$ cat config.mk
export PLATFORM = sky130hd
export DESIGN_NAME = flash_writer
export DESIGN_NICKNAME = d
export VERILOG_FILES = /design/src/rtl/flash_writer_pkg.sv /design/src/rtl/spi_shift8.sv /design/src/rtl/flash_writer.sv
export SDC_FILE = /design/constraint.sdc
export NUM_CORES = 1
export LEC_CHECK = 0
export ABC_CLOCK_PERIOD_IN_PS = 3800
export CORE_MARGIN = 3
export CORE_UTILIZATION = 52
export DETAILED_ROUTE_END_ITERATION = 12
export GPL_ROUTABILITY_DRIVEN = 1
export GPL_TIMING_DRIVEN = 0
export PLACE_DENSITY_LB_ADDON = 0.25
export RECOVER_POWER = 50
export SYNTH_ARGS = -nofsm -noshare
export SYNTH_HDL_FRONTEND = slang
export SYNTH_SLANG_ARGS = --single-unit
export TNS_END_PERCENT = 10
$ cat constraint.sdc
create_clock -name clk -period 3.8 [get_ports clk]
set_clock_uncertainty 0.2 [all_clocks]
set_input_delay 0.76 -clock clk [delete_from_list [all_inputs] [get_ports clk]]
set_output_delay 0.76 -clock clk [all_outputs]
set_load 0.005 [all_outputs]
$ cat src/rtl/flash_writer_pkg.sv
// flash_writer_pkg: opcodes, reset-sequence length and FSM states
// shared by the SPI erase/program engine and the dual-IO read path.
package flash_writer_pkg;

   localparam logic [7:0] CMD_WREN   = 8'h06;
   localparam logic [7:0] CMD_SE     = 8'h20;
   localparam logic [7:0] CMD_PP     = 8'h02;
   localparam logic [7:0] CMD_RDSR1  = 8'h05;
   localparam logic [7:0] CMD_RD_DIO = 8'hBB;

   localparam int MRST_BITS = 16;

   typedef enum logic [2:0] {
      IDLE,
      MRST,
      GAP,
      WREN,
      CMD,
      DATA,
      POLL,
      END
   } state_t;

endpackage

$ cat src/rtl/spi_shift8.sv
// spi_shift8: 8-bit MSB-first shifter with parallel load and serial capture.
// Ports: load/load_data, shift, sin in; sout (current bit), last (8th bit).
module spi_shift8 (
   input  logic       clk,
   input  logic       resetn,
   input  logic       load,
   input  logic [7:0] load_data,
   input  logic       shift,
   input  logic       sin,
   output logic       sout,
   output logic       last
);

   logic [7:0] sr;
   logic [2:0] cnt;

   always_ff @(posedge clk or negedge resetn) begin
      if (!resetn) begin
         sr  <= 8'hFF;
         cnt <= 3'd0;
      end else if (load) begin
         sr  <= load_data;
         cnt <= 3'd0;
      end else if (shift) begin
         sr  <= {sr[6:0], sin};
         cnt <= cnt + 3'd1;
      end
   end

   assign sout = sr[7];
   assign last = (cnt == 3'd7);

endmodule

$ cat src/rtl/flash_writer.sv
// flash_writer: single-bit SPI sector-erase / page-program engine (W25Q64FV).
// Ports: erase/write start, address/len/din host data, din_ack, busy/done/error, mspi_* pins.
module flash_writer
   import flash_writer_pkg::*;
#(
   parameter int CS_GAP        = 4,
   parameter int TIMEOUT_BYTES = 4194303
) (
   input  logic        clk,
   input  logic        resetn,
   input  logic [23:0] address,
   input  logic        erase,
   input  logic        write,
   input  logic [7:0]  len,
   input  logic [7:0]  din,
   output logic        din_ack,
   output logic        busy,
   output logic        done,
   output logic        error,
   output logic        mspi_cs,
   output logic        mspi_di,
   input  logic        mspi_do,
   output logic        mspi_hold,
   output logic        mspi_wp
);

   localparam int GW = (CS_GAP > 1) ? $clog2(CS_GAP) : 1;
   localparam logic [GW-1:0] GAP_LAST = GW'(CS_GAP - 1);
   localparam logic [21:0]   TMO_LAST = 22'(TIMEOUT_BYTES - 1);
   localparam logic [3:0]    MRST_LAST = 4'(MRST_BITS - 1);

   state_t        state, state_n;
   state_t        ret, ret_n;
   logic [3:0]    bit_cnt, bit_cnt_n;
   logic [GW-1:0] gap_cnt, gap_cnt_n;
   logic [8:0]    byte_cnt, byte_cnt_n;
   logic [8:0]    nbytes, nbytes_n;
   logic [21:0]   tmo_cnt, tmo_cnt_n;
   logic [23:0]   addr_q, addr_n;
   logic          pp, pp_n;
   logic          err_q, err_n;

   logic          shifting;
   logic          sh_load, sh_shift, sh_out, sh_last;
   logic [7:0]    sh_data;

   assign shifting = (state == WREN) || (state == CMD) ||
                     (state == DATA) || (state == POLL);

   spi_shift8 u_shift (
      .clk       (clk),
      .resetn    (resetn),
      .load      (sh_load),
      .load_data (sh_data),
      .shift     (sh_shift),
      .sin       (mspi_do),
      .sout      (sh_out),
      .last      (sh_last)
   );

   always_ff @(posedge clk or negedge resetn) begin
      if (!resetn) begin
         state    <= IDLE;
         ret      <= IDLE;
         bit_cnt  <= '0;
         gap_cnt  <= '0;
         byte_cnt <= '0;
         nbytes   <= '0;
         tmo_cnt  <= '0;
         addr_q   <= '0;
         pp       <= 1'b0;
         err_q    <= 1'b0;
      end else begin
         state    <= state_n;
         ret      <= ret_n;
         bit_cnt  <= bit_cnt_n;
         gap_cnt  <= gap_cnt_n;
         byte_cnt <= byte_cnt_n;
         nbytes   <= nbytes_n;
         tmo_cnt  <= tmo_cnt_n;
         addr_q   <= addr_n;
         pp       <= pp_n;
         err_q    <= err_n;
      end
   end

   always_comb begin
      state_n    = state;
      ret_n      = ret;
      bit_cnt_n  = bit_cnt;
      gap_cnt_n  = gap_cnt;
      byte_cnt_n = byte_cnt;
      nbytes_n   = nbytes;
      tmo_cnt_n  = tmo_cnt;
      addr_n     = addr_q;
      pp_n       = pp;
      err_n      = err_q;
      sh_load    = 1'b0;
      sh_shift   = 1'b0;
      sh_data    = 8'h00;
      din_ack    = 1'b0;

      unique case (state)
         IDLE: begin
            if (erase || write) begin
               state_n   = MRST;
               bit_cnt_n = '0;
               err_n     = 1'b0;
               pp_n      = !erase;
               addr_n    = erase ? {address[23:12], 12'h000} : address;
               nbytes_n  = (len == 8'd0) ? 9'd256 : {1'b0, len};
            end
         end
         MRST: begin
            if (bit_cnt == MRST_LAST) begin
               state_n   = GAP;
               gap_cnt_n = '0;
               ret_n     = WREN;
            end else begin
               bit_cnt_n = bit_cnt + 4'd1;
            end
         end
         GAP: begin
            if (gap_cnt == GAP_LAST) begin
               state_n    = ret;
               byte_cnt_n = '0;
               sh_load    = 1'b1;
               unique case (1'b1)
                  (ret == WREN): sh_data = CMD_WREN;
                  (ret == CMD):  sh_data = pp ? CMD_PP : CMD_SE;
                  default:       sh_data = CMD_RDSR1;
               endcase
            end else begin
               gap_cnt_n = gap_cnt + GW'(1);
            end
         end
         WREN: begin
            if (sh_last) begin
               state_n   = GAP;
               gap_cnt_n = '0;
               ret_n     = CMD;
            end
         end
         CMD: begin
            if (sh_last) begin
               if (byte_cnt == 9'd3) begin
                  byte_cnt_n = '0;
                  if (pp) begin
                     state_n = DATA;
                     sh_load = 1'b1;
                     sh_data = din;
                     din_ack = 1'b1;
                  end else begin
                     state_n   = GAP;
                     gap_cnt_n = '0;
                     ret_n     = POLL;
                  end
               end else begin
                  byte_cnt_n = byte_cnt + 9'd1;
                  sh_load    = 1'b1;
                  unique case (byte_cnt[1:0])
                     2'd0:    sh_data = addr_q[23:16];
                     2'd1:    sh_data = addr_q[15:8];
                     default: sh_data = addr_q[7:0];
                  endcase
               end
            end
         end
         DATA: begin
            if (sh_last) begin
               if (byte_cnt == nbytes - 9'd1) begin
                  state_n   = GAP;
                  gap_cnt_n = '0;
                  ret_n     = POLL;
               end else begin
                  byte_cnt_n = byte_cnt + 9'd1;
                  sh_load    = 1'b1;
                  sh_data    = din;
                  din_ack    = 1'b1;
               end
            end
         end
         POLL: begin
            // byte_cnt 0 is the RDSR1 opcode, then status bytes.
            // BUSY is the status LSB, so it is the bit arriving on
            // mspi_do at the edge that completes the byte.
            if (sh_last) begin
               if (byte_cnt == 9'd0) begin
                  byte_cnt_n = 9'd1;
                  tmo_cnt_n  = '0;
                  sh_load    = 1'b1;
               end else if (!mspi_do) begin
                  state_n = END;
               end else if (tmo_cnt == TMO_LAST) begin
                  tmo_cnt_n = tmo_cnt + 22'd1;
                  err_n     = 1'b1;
                  state_n   = END;
               end else begin
                  tmo_cnt_n = tmo_cnt + 22'd1;
                  sh_load   = 1'b1;
               end
            end
         end
         END: begin
            state_n = IDLE;
         end
         default: begin
            state_n = IDLE;
         end
      endcase

      sh_shift = shifting && !sh_load;
   end

   assign busy      = (state != IDLE) && (state != END);
   assign done      = (state == END);
   assign error     = err_q;
   assign mspi_cs   = !(shifting || (state == MRST));
   assign mspi_di   = shifting ? sh_out : 1'b1;
   assign mspi_hold = 1'b1;
   assign mspi_wp   = 1'b1;

endmodule

# Word-level counts from Yosys, hierarchy flattened
# Index checks and enable logic that the tools add are counted.
[totals]
register_bits = 89
input_bits = 45
out_inout_bits = 8
[op_classes]
n_addsub = 6
eq_ne = 35
muxes = 81
reduce_logical = 30
[ops]
columns = ["cell", "n"]
rows = [
  ["two-way mux 9 bit", 8],
  ["two-way mux 3 bit", 22],
  ["two-way mux 8 bit", 7],
  ["two-way mux 22 bit", 2],
  ["case mux 9 bit (4 select lines)", 1],
  ["!= test 2 bit (second input constant)", 13],
  ["case mux 3 bit (8 select lines)", 1],
  ["case mux 8 bit (3 select lines)", 1],
  ["adder 22 x 1 -> 22 bit (second input constant)", 1],
  ["equality test 22 bit (second input constant)", 1],
  ["equality test 3 bit (second input constant)", 6],
  ["two-way mux 1 bit", 18],
  ["two-way mux 2 bit", 8],
  ["case mux 8 bit (2 select lines)", 1],
  ["two-way mux 12 bit", 1],
  ["two-way mux 6 bit", 2],
  ["case mux 3 bit (4 select lines)", 1],
  ["case mux 6 bit (2 select lines)", 1],
  ["AND reduction 11 bit", 1],
  ["case mux 2 bit (5 select lines)", 1],
  ["adder 9 x 1 -> 9 bit (second input constant)", 1],
  ["equality test 3 x 2 -> 1 bit (second input constant)", 3],
  ["equality test 9 x 2 -> 1 bit (second input constant)", 1],
  ["equality test 9 bit", 1],
  ["other kinds (32)", 49],
]

# Longest topological paths before layout
# Gate-level depths: netlist (run 1).
[depth]
depth_word = 10
mapped_depth = 10

# Modules after synthesis
# Synthesis (run 1) repeated with hierarchy kept, for this count alone.
[unflattened]
cells_unflattened = 593
hier_area_um2 = 5163.7
[modules_own_cells]
columns = ["mod", "instances", "cells_per_inst", "area_each_um2", "seq_area_each_um2"]
rows = [
  ["flash_writer", 1, 547, 4639.4, 1951.9],
  ["spi_shift8", 1, 46, 524.3, 285.3],
]

# Worst setup path before layout (run 1)
# Ideal clock, no wire load.
[synth_path]
path_type = "register to output"
startpoint = "register nbytes[0]"
endpoint = "output din_ack"
t_arrival_ns = 2.060
path_slack_ns = 0.780
stages_incl_launch_ff = 10
path_buffers = 1
cell_sequence = "dfrtp_1 -> inv_1 -> ha_1 -> or3b_2 -> nor3_2 -> xnor2_1 -> nand4_1 -> o21ai_2 -> buf_6 -> nand2_1"
[synth_between]
elab_chain_len = 5
[synth_lines]
columns = ["item", "line_no", "text"]
rows = [
  ["from (decl)", "flash_writer.sv:37", "logic [8:0] nbytes, nbytes_n;"],
  ["from (signal assigned)", "flash_writer.sv:79", "nbytes <= nbytes_n;"],
  ["subtractor 9 x 1 -> 9 bit", "flash_writer.sv:171", "if (byte_cnt == nbytes - 9'd1) begin"],
  ["equality test 9 bit", "flash_writer.sv:171", ""],
  ["two-way mux 1 bit", "flash_writer.sv:171", ""],
  ["two-way mux 1 bit", "flash_writer.sv:170", "if (sh_last) begin"],
  ["case mux 1 bit (2 select lines)", "flash_writer.sv:103", "unique case (state)"],
  ["to (decl)", "flash_writer.sv:16", "output logic din_ack,"],
]
# No other way between the ends.

# Final worst setup path (run 1)
# Ends and elaborated chain as after synthesis.

==> impl_results.md, run 1 <==
- Final weighted congestion in routability-driven placement: 0.906
- Total of flip-flops plus latches after synthesis: approximately 90
- Syn_area_per_cell: just under 9 um^2
- Final-report setup violation count: 0
- Fraction of layout instances using a drive strength above 1: a little over 10%
- Number of enable-type register cells in the synthesized netlist: 0
- Reg power frac: between 50% and 60%
- Buffer cell driving the clock tree root: sky130_fd_sc_hd__clkbuf_8
- Unique cell type count in the Yosys netlist: 76
- Largest net degree at the start of global routing: just under 60
- Sum of net half-perimeters after detailed placement: approximately 9300 um
- Switching power summed over all nets: roughly 0.4 mW
- Cell Rows: 35
- Pleak: roughly 2.7 nW
- Average wire per standard cell: about 16 um
- Post-synthesis to final-layout area growth: 18.9%
- Die width: 105 um
- Y dimension of the die: approximately 110 um
- Class of the tightest hold or removal check: flop to flop
- Internal power: ~1.3 mW
- Max-slew violation count: 32
- Post-Synthesis Cell Area: approximately 5100 um^2
- Critical Path Sink Type: primary output
- Most frequent standard cell in the layout excluding fill and tap cells: sky130_fd_sc_hd__nand2_1
- Clock H-tree levels: 3
- Vias per cell: between 5 and 6
- Cell Pwr Density: approximately 280 nW/um^2
- Share of total power consumed by net switching: between 20 and 25%
- Final critical path time including I/O delays and setup: approximately 3.5 ns
- Total die area: roughly 11000 um^2
- Highest net fanout along the worst path: 3
- Fraction of the yosys area taken by sequential cells: 43.8%
- Clk buf depth: 2
- Router iterations before antenna repair: 6
- Std-Cell Core Area: around 9400 um^2
- Clock transition at the registers of the reported paths: roughly 0.1 ns
- Count of antenna-violating nets left after detailed routing: 0
- DR DRC count: 0
- DR vias: about 4500
- Count of yosys warnings during synthesis: 0
- Wire length of the first global-routing pass: approximately 21000 um
- Data arrival, critical path: approximately 2.6 ns
- Timing-limited maximum frequency: about 280 MHz
- Antenna cells: 0
- WHS Path Cells: 2
- Worst slew slack as a fraction of its limit: -23.2%
- Start point of the worst hold path: addr_q[5]
- Synthesized instance count: between 500 and 600
- Worst reg2reg path startpoint: nbytes[0]
- Count of cells along the worst register-to-register path: 11
- Proportion of power drawn by the clock network: between 30 and 40%
- Global-route usage over all layers: between 20% and 30%
- Fin util: between 60% and 70%
- Prevailing post-synth register cell: sky130_fd_sc_hd__dfrtp_1
- Total wire length after detailed routing: 12800 um
- Setup TNS after final layout: 0 ns
- Setup slack of the worst register-to-register path: 0.67 ns
- Max capacitance violation total: 1
- Later-pin clock latency in the skew report: 0.36 ns
- Peak supply drop: roughly 0.17 mV
- Combinational share of power: 5.0%
- Crit path launch type: flop
- Effective utilization at floorplan: between 50% and 60%
- Unrepaired setup endpoints after global routing: false
- Critical path required time: 2.84 ns
- Net count, final: between 700 and 800
- DRC marker count from the first detailed-route iteration: roughly 320
- Final count of hold timing violations: 0
- Post-synth ARST share: between 90% and 100%
- Slew of the pin with the lowest slew margin: approximately 1.8 ns
- Path type of the worst setup path: flop to primary output
- Result of the run: complete, but fails checks
- CTS tree: yes
- Number of antenna violations at the first check in global routing: 0
- Global route overflow: 0
- I/O Pins: 53
- Top library cells by usage in the layout, fill and taps aside: sky130_fd_sc_hd__nand2_1, sky130_fd_sc_hd__dfrtp_1, sky130_fd_sc_hd__nor2_1, sky130_fd_sc_hd__clkdlybuf4s50_1, sky130_fd_sc_hd__o21ai_0
- Failing checks: capacitance limit, slew limit
- Destination of the worst hold path: addr_q[5]
- Final clock period utilization by the worst path: between 90% and 100%
- Clk sink count: 89
- IO buf count: 50
- Capture instance of the worst register-to-register path: byte_cnt[3]
- Number of buffers added by the clock tree synthesis step: 9
- Via count of the first global-routing pass: 4530
==> how the worst max path moves through the flow <==
| stage | end | from |
|---|---|---|
| after floorplan | din_ack | nbytes[0] |
| after global placement | u_shift.cnt[1] | resetn |
| after detailed placement | din_ack | nbytes[0] |
| after CTS | din_ack | nbytes[0] |
| after global routing | mspi_cs | state[2] |
| final | din_ack | nbytes[0] |
==> layer usage <==
layer / vias to the layer above / wire length (um) / GRT usage, %
li1: 2181 / - / -
met2: 145 / 6120 / 39.0
met5: - / 0 / 0
met4: 0 / 244 / 8.15
met3: 25 / 771 / 3.58
met1: 2194 / 5650 / 32.1
==> final cells by class <==
type | instances | area [um^2]
Inverter | 16 | 60.1
Fill cell | 831 | 3300
Clock inverter | 4 | 53.8
Multi-Input combinational cell | 448 | 2710
Timing Repair Buffer | 57 | 569
Buffer | 29 | 138
Sequential cell | 89 | 2240
Tap cell | 129 | 161
Clock buffer | 12 | 145
==> flip-flops by register name (all words and copies together), names as in the netlist <==
signal and count:
addr_q 24, state 3, gap_cnt 2, nbytes 9, byte_cnt 9, pp 1, error 1, u_shift.cnt 3
tmo_cnt 22, u_shift.sr 8, bit_cnt 4, ret 3
==> logic make-up (layout without fill, tap and decap cells) <==
| kind of cell | Yosys count | in the layout | synth area share, % |
|---|---|---|---|
| adder cells (fa/ha/maj) | 11 | 11 | 2.65 |
| AND/OR/NAND/NOR | 278 | 278 | 26.7 |
| AO/OA/AOI/OAI | 117 | 117 | 15.9 |
| other | 1 | 2 | 0.0735 |
| XOR/XNOR | 36 | 36 | 6.18 |
| buffers and inverters | 45 | 118 | 3.85 |
| multiplexers | 4 | 4 | 0.809 |
| flip-flops | 89 | 89 | 43.8 |
==> metrics by stage <==
step,area (um^2),instances,total power [mW],hold WS [ns],setup WS [ns]
after floorplan,5110,582,0.984,0.239,0.780
after global placement,5770,761,1.05,0.250,-1.47
after detailed placement,5790,762,1.06,0.258,0.0288
after CTS,6050,782,1.72,0.141,0.00432
after global routing,6070,784,1.77,0.298,0.143
final,6070,784,1.72,0.275,0.256
==> power by group through the flow <==
stage	clock network (mW)	logic, mW	registers [mW]
finish	0.678	0.0863	0.953
global route	0.721	0.0943	0.953
CTS	0.683	0.0880	0.953
detailed placement	0	0.0873	0.971
global placement	0	0.0824	0.971
floorplan	0	0.0130	0.971
==> worst max-delay path, stage by stage, from the launching register on <==
cell and delay [ns]:
sky130_fd_sc_hd__dfrtp_1 0.41, sky130_fd_sc_hd__buf_4 0.16, sky130_fd_sc_hd__or4_4 0.55, sky130_fd_sc_hd__nor2_1 0.13
sky130_fd_sc_hd__xnor2_1 0.15, sky130_fd_sc_hd__nand4_1 0.22, sky130_fd_sc_hd__o21ai_4 0.26, sky130_fd_sc_hd__buf_6 0.13
sky130_fd_sc_hd__nand2_1 0.04, sky130_fd_sc_hd__dlymetal6s2s_1 0.15
==> synth_stat cells, drive strengths merged, types with 4 or more instances <==
master	instances	share of area (%)
o21ai	28	2.9
or4	4	0.81
nand2	119	8.8
nand3b	13	1.9
a31oi	7	0.86
and3	7	0.88
dfstp	8	4.1
nand4	9	1.1
xor2	22	3.8
o32a	5	1.1
o31ai	7	1.4
clkbuf	20	1.5
or3	4	0.49
a21oi	22	2.2
o22ai	5	0.61
nor3	8	0.88
a22oi	9	1.3
xnor2	14	2.4
inv	16	1.2
nand3	18	2.0
a21boi	8	1.2
ha	10	2.5
nor4	7	0.98
dfrtp	81	40
and4	5	0.86
and2	4	0.51
or2	4	0.49
nor2b	4	0.49
buf	9	1.2
nor2	59	4.3
==> timing repair <==
action	CTS	global route
setup endpoints to repair	1	3
gates resized for setup	7	4
setup buffers	4	2
pin swaps	3	2
hold buffers	0	0
No activity file was read; power rests on OpenSTA's default activity.
==> inputs of run 2 (changes only) <==
--- a/config.mk
+++ b/config.mk
@@ -11,7 +11,7 @@
 export DETAILED_ROUTE_END_ITERATION = 12
 export GPL_ROUTABILITY_DRIVEN = 1
 export GPL_TIMING_DRIVEN = 0
-export PLACE_DENSITY_LB_ADDON = 0.25
+export PLACE_DENSITY = 0.72
 export RECOVER_POWER = 50
 export SYNTH_ARGS = -nofsm -noshare
 export SYNTH_HDL_FRONTEND = slang
==> run 2 against run 1 <==
The run still ends with capacitance limit, slew limit left. Critical path depth increased by 1. Fmax shrank 6.5%. Wire length rose by 0.16%. Final cell count down 0.26%. Sequential cell count unchanged. Via count up 0.11%. Total power shrank 4.0%. Setup slack lost 0.25 ns. Largest power group unchanged. Highest routed layer unchanged.
==> impl_results.md, run 2 (same netlist as run 1, synthesis figures left out) <==
- Final count of hold timing violations: 0
- Final critical path time including I/O delays and setup: around 3.8 ns
- Data arrival, critical path: 2.83 ns
- Peak supply drop: 0.177 mV
- CTS tree: yes
- M1 GR Usage: 31.0%
- Sum of net half-perimeters after detailed placement: around 9500 um
- Router iterations before antenna repair: 6
- Total die area: 11000 um^2
- Clk buf depth: 2
- Antenna cells: 0
- Max capacitance violation total: 1
- Critical Path Sink Type: primary output
- Unrepaired setup endpoints after global routing: true
- Total wire length after detailed routing: 12800 um
- Pleak: between 2 and 3 nW
- Start point of the worst hold path: addr_q[11]
- Count of antenna-violating nets left after detailed routing: 0
- Average wire per standard cell: between 15 and 20 um
- Cell Pwr Density: between 200 and 300 nW/um^2
- Final-report setup violation count: 0
- Switching power summed over all nets: between 0.4 and 0.5 mW
- Top library cells by usage in the layout, fill and taps aside: sky130_fd_sc_hd__nand2_1, sky130_fd_sc_hd__dfrtp_1, sky130_fd_sc_hd__nor2_1, sky130_fd_sc_hd__clkdlybuf4s50_1, sky130_fd_sc_hd__o21ai_0
- Class of the tightest hold or removal check: flop to flop
- Proportion of power drawn by the clock network: roughly 37%
- Launching element of the worst setup path: nbytes[0]
- Global route overflow: 0
- DR DRC count: 0
- Die width: roughly 110 um
- GR met3 Demand/Resource: approximately 5.6%
- DR vias: 4550
- Worst slew slack as a fraction of its limit: -72.1%
- Internal power: about 1.2 mW
- Net count, final: 703
- Largest net degree at the start of global routing: 46
- Combinational share of power: under 10%
- Number of antenna violations at the first check in global routing: 0
- Final clock period utilization by the worst path: 99.7%
- Fraction of layout instances using a drive strength above 1: 9.80%
- Worst slack at placement: 0.0629 ns
- Via count of the first global-routing pass: 4438
- M2 GR Usage: just under 40%
- Min setup slack post-route: roughly 0.011 ns
- Clock H-tree levels: 3
- I/O Pins: 53
- DRC marker count from the first detailed-route iteration: 311
- Most congested layer reported by global routing: met2
- Fin util: between 60% and 70%
- Std-Cell Core Area: roughly 9400 um^2
- Failing checks: capacitance limit, slew limit
- Filler Cell Count: roughly 840
- Highest net fanout along the worst path: 3
- Timing-limited maximum frequency: 264 MHz
- Most frequent standard cell in the layout excluding fill and tap cells: sky130_fd_sc_hd__nand2_1
- Reg power frac: between 50% and 60%
- Slew of the pin with the lowest slew margin: about 2.6 ns
- Result of the run: complete, but fails checks
- Final weighted congestion in routability-driven placement: roughly 0.91
- Later-pin clock latency in the skew report: 0.36 ns
- IO buf count: 50
- Clock transition at the registers of the reported paths: ~0.09 ns
- Y dimension of the die: between 100 and 150 um
- Path type of the worst setup path: flop to primary output
- Biggest register: addr_q
- Vias per cell: 5.82
- Crit path launch type: flop
- Max-slew violation count: 45
- Buffer cell driving the clock tree root: sky130_fd_sc_hd__clkbuf_8
- Clk sink count: a little under 90
- Final-layout worst hold slack: about 0.27 ns
- Wire length of the first global-routing pass: ~21000 um
- Global-route usage over all layers: 23.9%
- Registers with the highest flip-flop counts: addr_q x24, tmo_cnt x22
- Cell Rows: 35
- Post-synthesis to final-layout area growth: 18.0%
- Number of buffers added by the clock tree synthesis step: 9
- Critical path required time: 2.84 ns
- Flip-flop count of the largest register after layout: 24
- Worst reg2reg path startpoint: byte_cnt[4]
- Share of total power consumed by net switching: 24.4%
- Effective utilization at floorplan: roughly 54%
run 2: cell count changes in the layout (fill, tap and decap cells not counted), sizes merged:
cell | before | now
clkbuf | 33 | 30
inv | 16 | 19
buf | 16 | 14
clkinv | 1 | 3
bufinv | 1 | 0
clkdlybuf4s50 | 47 | 48
clkinvlp | 2 | 1
dlymetal6s2s | 1 | 0
run 2: worst paths after layout:
kind                            slack (ns)  cells past startpoint    endpoint
worst min register to register        0.27                      2  addr_q[11]
worst max register to register        0.80                      6    state[1]
min in group asynchronous             0.99                      1   nbytes[4]
worst min-delay path                  0.27                      2  addr_q[11]
worst max-delay path                  0.01                     10     din_ack
max in group asynchronous             0.94                      1       error
run 2: stage by stage:
stage                     TNS (ns)  cell area, um^2  total power, mW  instances
after floorplan                  0             5110            0.984        582
after global placement     -126.22             5770             1.05        761
after detailed placement         0             5790             1.06        762
after CTS                        0             6020             1.67        782
after global routing        -0.135             6020             1.72        782
final                            0             6020             1.65        782
run 2: power groups by stage:
| stage | registers (mW) | clock network, mW | logic (mW) |
|---|---|---|---|
| 4_1_cts | 0.953 | 0.626 | 0.0887 |
| 2_1_floorplan | 0.971 | 0 | 0.0130 |
| 3_3_place_gp | 0.971 | 0 | 0.0835 |
| 5_1_grt | 0.953 | 0.670 | 0.0954 |
| 3_5_place_dp | 0.971 | 0 | 0.0885 |
| 6_report | 0.953 | 0.608 | 0.0872 |
run 2: critical path: stages (launching register included):
cell and delay [ns]:
sky130_fd_sc_hd__dfrtp_1 0.38, sky130_fd_sc_hd__buf_4 0.14, sky130_fd_sc_hd__or4_4 0.54, sky130_fd_sc_hd__nor2_1 0.13
sky130_fd_sc_hd__xnor2_1 0.17, sky130_fd_sc_hd__nand4_1 0.12, sky130_fd_sc_hd__buf_4 0.18, sky130_fd_sc_hd__o21ai_4 0.19
sky130_fd_sc_hd__buf_6 0.12, sky130_fd_sc_hd__nand2_1 0.04, sky130_fd_sc_hd__clkdlybuf4s50_1 0.45
run 2: layout make-up:
class	count	area [um^2]	area share (%)
Buffer	29	138	2.29
Inverter	16	60.1	0.998
Clock inverter	7	52.6	0.873
Multi-Input combinational cell	448	2700	44.8
Timing Repair Buffer	55	552	9.16
Sequential cell	89	2240	37.2
Tap cell	129	161	2.68
Clock buffer	9	124	2.06
run 2: what timing repair did:
action,CTS,global route
setup endpoints to repair,1,3
pin swaps,3,1
setup buffers,4,0
gates resized for setup,4,3
hold buffers,0,0
run 2: metal layers:
metal	up-vias	wire (um)
li1	2173	-
met1	2210	5800
met3	36	590
met5	-	0
met2	131	6060
met4	0	368
==> inputs of run 3 (changes only) <==
--- a/config.mk
+++ b/config.mk
@@ -6,7 +6,7 @@
 export NUM_CORES = 1
 export LEC_CHECK = 0
 export ABC_CLOCK_PERIOD_IN_PS = 3800
-export CORE_MARGIN = 3
+export CORE_MARGIN = 2
 export CORE_UTILIZATION = 52
 export DETAILED_ROUTE_END_ITERATION = 12
 export GPL_ROUTABILITY_DRIVEN = 1
==> run 3 against run 2 <==
The flow still finishes with violations (capacitance limit, slew limit). Combinational power barely moved. Global-route usage rose by 1.9 points. Hold slack got worse by 0.00070 ns. Via count fell by 0.92%. Critical path depth fell by 4. Critical path type unchanged. Largest cell class unchanged.
==> impl_results.md, run 3 (same netlist as run 1, synthesis figures left out) <==
- Result of the run: complete, but fails checks
- Count of antenna-violating nets left after detailed routing: 0
- Number of antenna violations at the first check in global routing: 0
- Final-report setup violation count: 0
- CP Cell Sequence: clkbuf_2 -> inv_1 -> xnor2_2 -> buf_2 -> and2_1 -> clkdlybuf4s50_1
- Global route overflow: 0
- Die width: slightly above 100 um
- Critical path required time: approximately 2.8 ns
- Number of buffers and inverters on the critical path: 4
- Sum of net half-perimeters after detailed placement: 9490 um
- Clk buf depth: 2
- Most frequent standard cell in the layout excluding fill and tap cells: sky130_fd_sc_hd__nand2_1
- Failing checks: capacitance limit, slew limit
- Critical Path Sink Type: primary output
- Final clock period utilization by the worst path: a little over nine tenths
- Flip-flop count of the largest register after layout: 24
- Total die area: between 10000 and 15000 um^2
- Clk sink count: slightly below 90
- Via count of the first global-routing pass: 4403
- Max capacitance violation total: 1
- I/O Pins: 53
- Worst slew slack as a fraction of its limit: -71.7%
- Cell Pwr Density: 300 nW/um^2
- Clock H-tree levels: 3
- Average wire per standard cell: 16.5 um
- Final weighted congestion in routability-driven placement: between 0.8 and 0.9
- Final count of hold timing violations: 0
- Slowest stage cell, crit path: sky130_fd_sc_hd__clkdlybuf4s50_1
- Clock transition at the registers of the reported paths: approximately 0.09 ns
- Later-pin clock latency in the skew report: 0.38 ns
- Class of the tightest hold or removal check: flop to flop
- Effective utilization at floorplan: ~53%
- Slew of the pin with the lowest slew margin: 2.58 ns
- Buffer cell driving the clock tree root: sky130_fd_sc_hd__clkbuf_8
- Crit path launch type: flop
- Pleak: between 2 and 3 nW
- Registers with the highest flip-flop counts: addr_q x24, tmo_cnt x22
- Data arrival, critical path: around 2.6 ns
- Biggest register: addr_q
- DR DRC count: 0
- Y dimension of the die: between 100 and 150 um
- Max-slew violation count: between 40 and 50
- Top library cells by usage in the layout, fill and taps aside: sky130_fd_sc_hd__nand2_1, sky130_fd_sc_hd__dfrtp_1, sky130_fd_sc_hd__nor2_1, sky130_fd_sc_hd__clkdlybuf4s50_1, sky130_fd_sc_hd__o21ai_0
- Net count, final: about 710
- DRC marker count from the first detailed-route iteration: 251
- Post-synthesis to final-layout area growth: 19.9%
- Std-Cell Core Area: 9640 um^2
- DR vias: roughly 4500
- Antenna cells: 0
- Router iterations before antenna repair: 5
- Total wire length after detailed routing: 13000 um
- Top cell family by delay on the critical path: buffers and inverters
- Min setup slack post-route: 0.224 ns
- Final critical path time including I/O delays and setup: between 3 and 4 ns
- Setup TNS after final layout: 0 ns
- Number of buffers added by the clock tree synthesis step: 9
- Unrepaired setup endpoints after global routing: false
- Highest net fanout along the worst path: 10
- Fraction of layout instances using a drive strength above 1: ~10%
- Wire length of the first global-routing pass: 21200 um
- # hold bufs at CTS: 0
- Timing-limited maximum frequency: about 280 MHz
- Global-route usage over all layers: around a quarter
- Vias per cell: between 5 and 6
- Biggest cell delay along the critical path: 0.50 ns
- Peak supply drop: approximately 0.18 mV
- CTS tree: yes
- Cell Rows: 36
- IO buf count: 50
- Largest net degree at the start of global routing: between 40 and 50
- Worst slack at placement: ~0.011 ns
- Path type of the worst setup path: flop to primary output
## run 3: cell types whose count changed in the layout (fill, tap and decap cells not counted), sizes merged, moves of 2 or more
cell,delta
bufinv,+3
inv,-3
buf,+2
clkbuf,+2
## run 3: worst paths after layout
| kind | from | end | slack, ns | cells after the start |
|---|---|---|---|---|
| max reg2reg | byte_cnt[4] | gap_cnt[0] | 0.80 | 6 |
| min reg2reg | addr_q[4] | addr_q[4] | 0.27 | 2 |
| min | addr_q[4] | addr_q[4] | 0.27 | 2 |
| max | state[2] | mspi_cs | 0.22 | 6 |
| max in group asynchronous | resetn | tmo_cnt[11] | 0.96 | 1 |
| min in group asynchronous | resetn | addr_q[14] | 0.98 | 1 |
## run 3: where the power goes
| part | leakage [nW] | internal [mW] | switching (mW) |
|---|---|---|---|
| Sequential | 1.14 | 0.951 | 0.00145 |
| Combinational | 1.46 | 0.0512 | 0.0357 |
| Clock | 0.118 | 0.438 | 0.356 |
| Total | 2.72 | 1.44 | 0.393 |
## run 3: tightest hold or removal path, stage by stage (launching register included)
cell	delay, ns
sky130_fd_sc_hd__dfrtp_1	0.35
sky130_fd_sc_hd__nand2_1	0.05
sky130_fd_sc_hd__nand2_1	0.05
## run 3: routing by layer
metal,vias up,share of wire [%],global-route usage [%]
met5,-,0,0
met4,0,2.3,9.01
met3,25,4.8,4.68
met2,143,48,42.8
met1,2164,45,34.1
li1,2176,-,-
## run 3: layout make-up
class	count	area [um^2]
multi-input combinational	448	2710
buffer	29	138
clock buffer	11	131
tap	133	166
sequential	89	2240
timing repair buffer	57	569
clock inverter	5	104
fill	871	3520
inverter	16	60.1
## run 3: timing repair
action | in CTS | in global routing
pin swaps | 3 | 4
resized for setup | 8 | 4
cloned | 0 | 0
buffers inserted | 6 | 0
setup endpoints to repair | 2 | 2
## run 3: through the flow
stage / total power, mW / cell area, um^2 / cells / hold WS, ns / util, %
final: 1.83 / 6120 / 788 / 0.273 / 63.5
after global routing: 1.88 / 6120 / 788 / 0.294 / 63.5
after CTS: 1.84 / 6110 / 788 / 0.207 / 63.4
after detailed placement: 1.06 / 5800 / 766 / 0.256 / 60.2
after global placement: 1.06 / 5770 / 765 / 0.250 / 59.9
after floorplan: 0.984 / 5110 / 582 / 0.239 / -
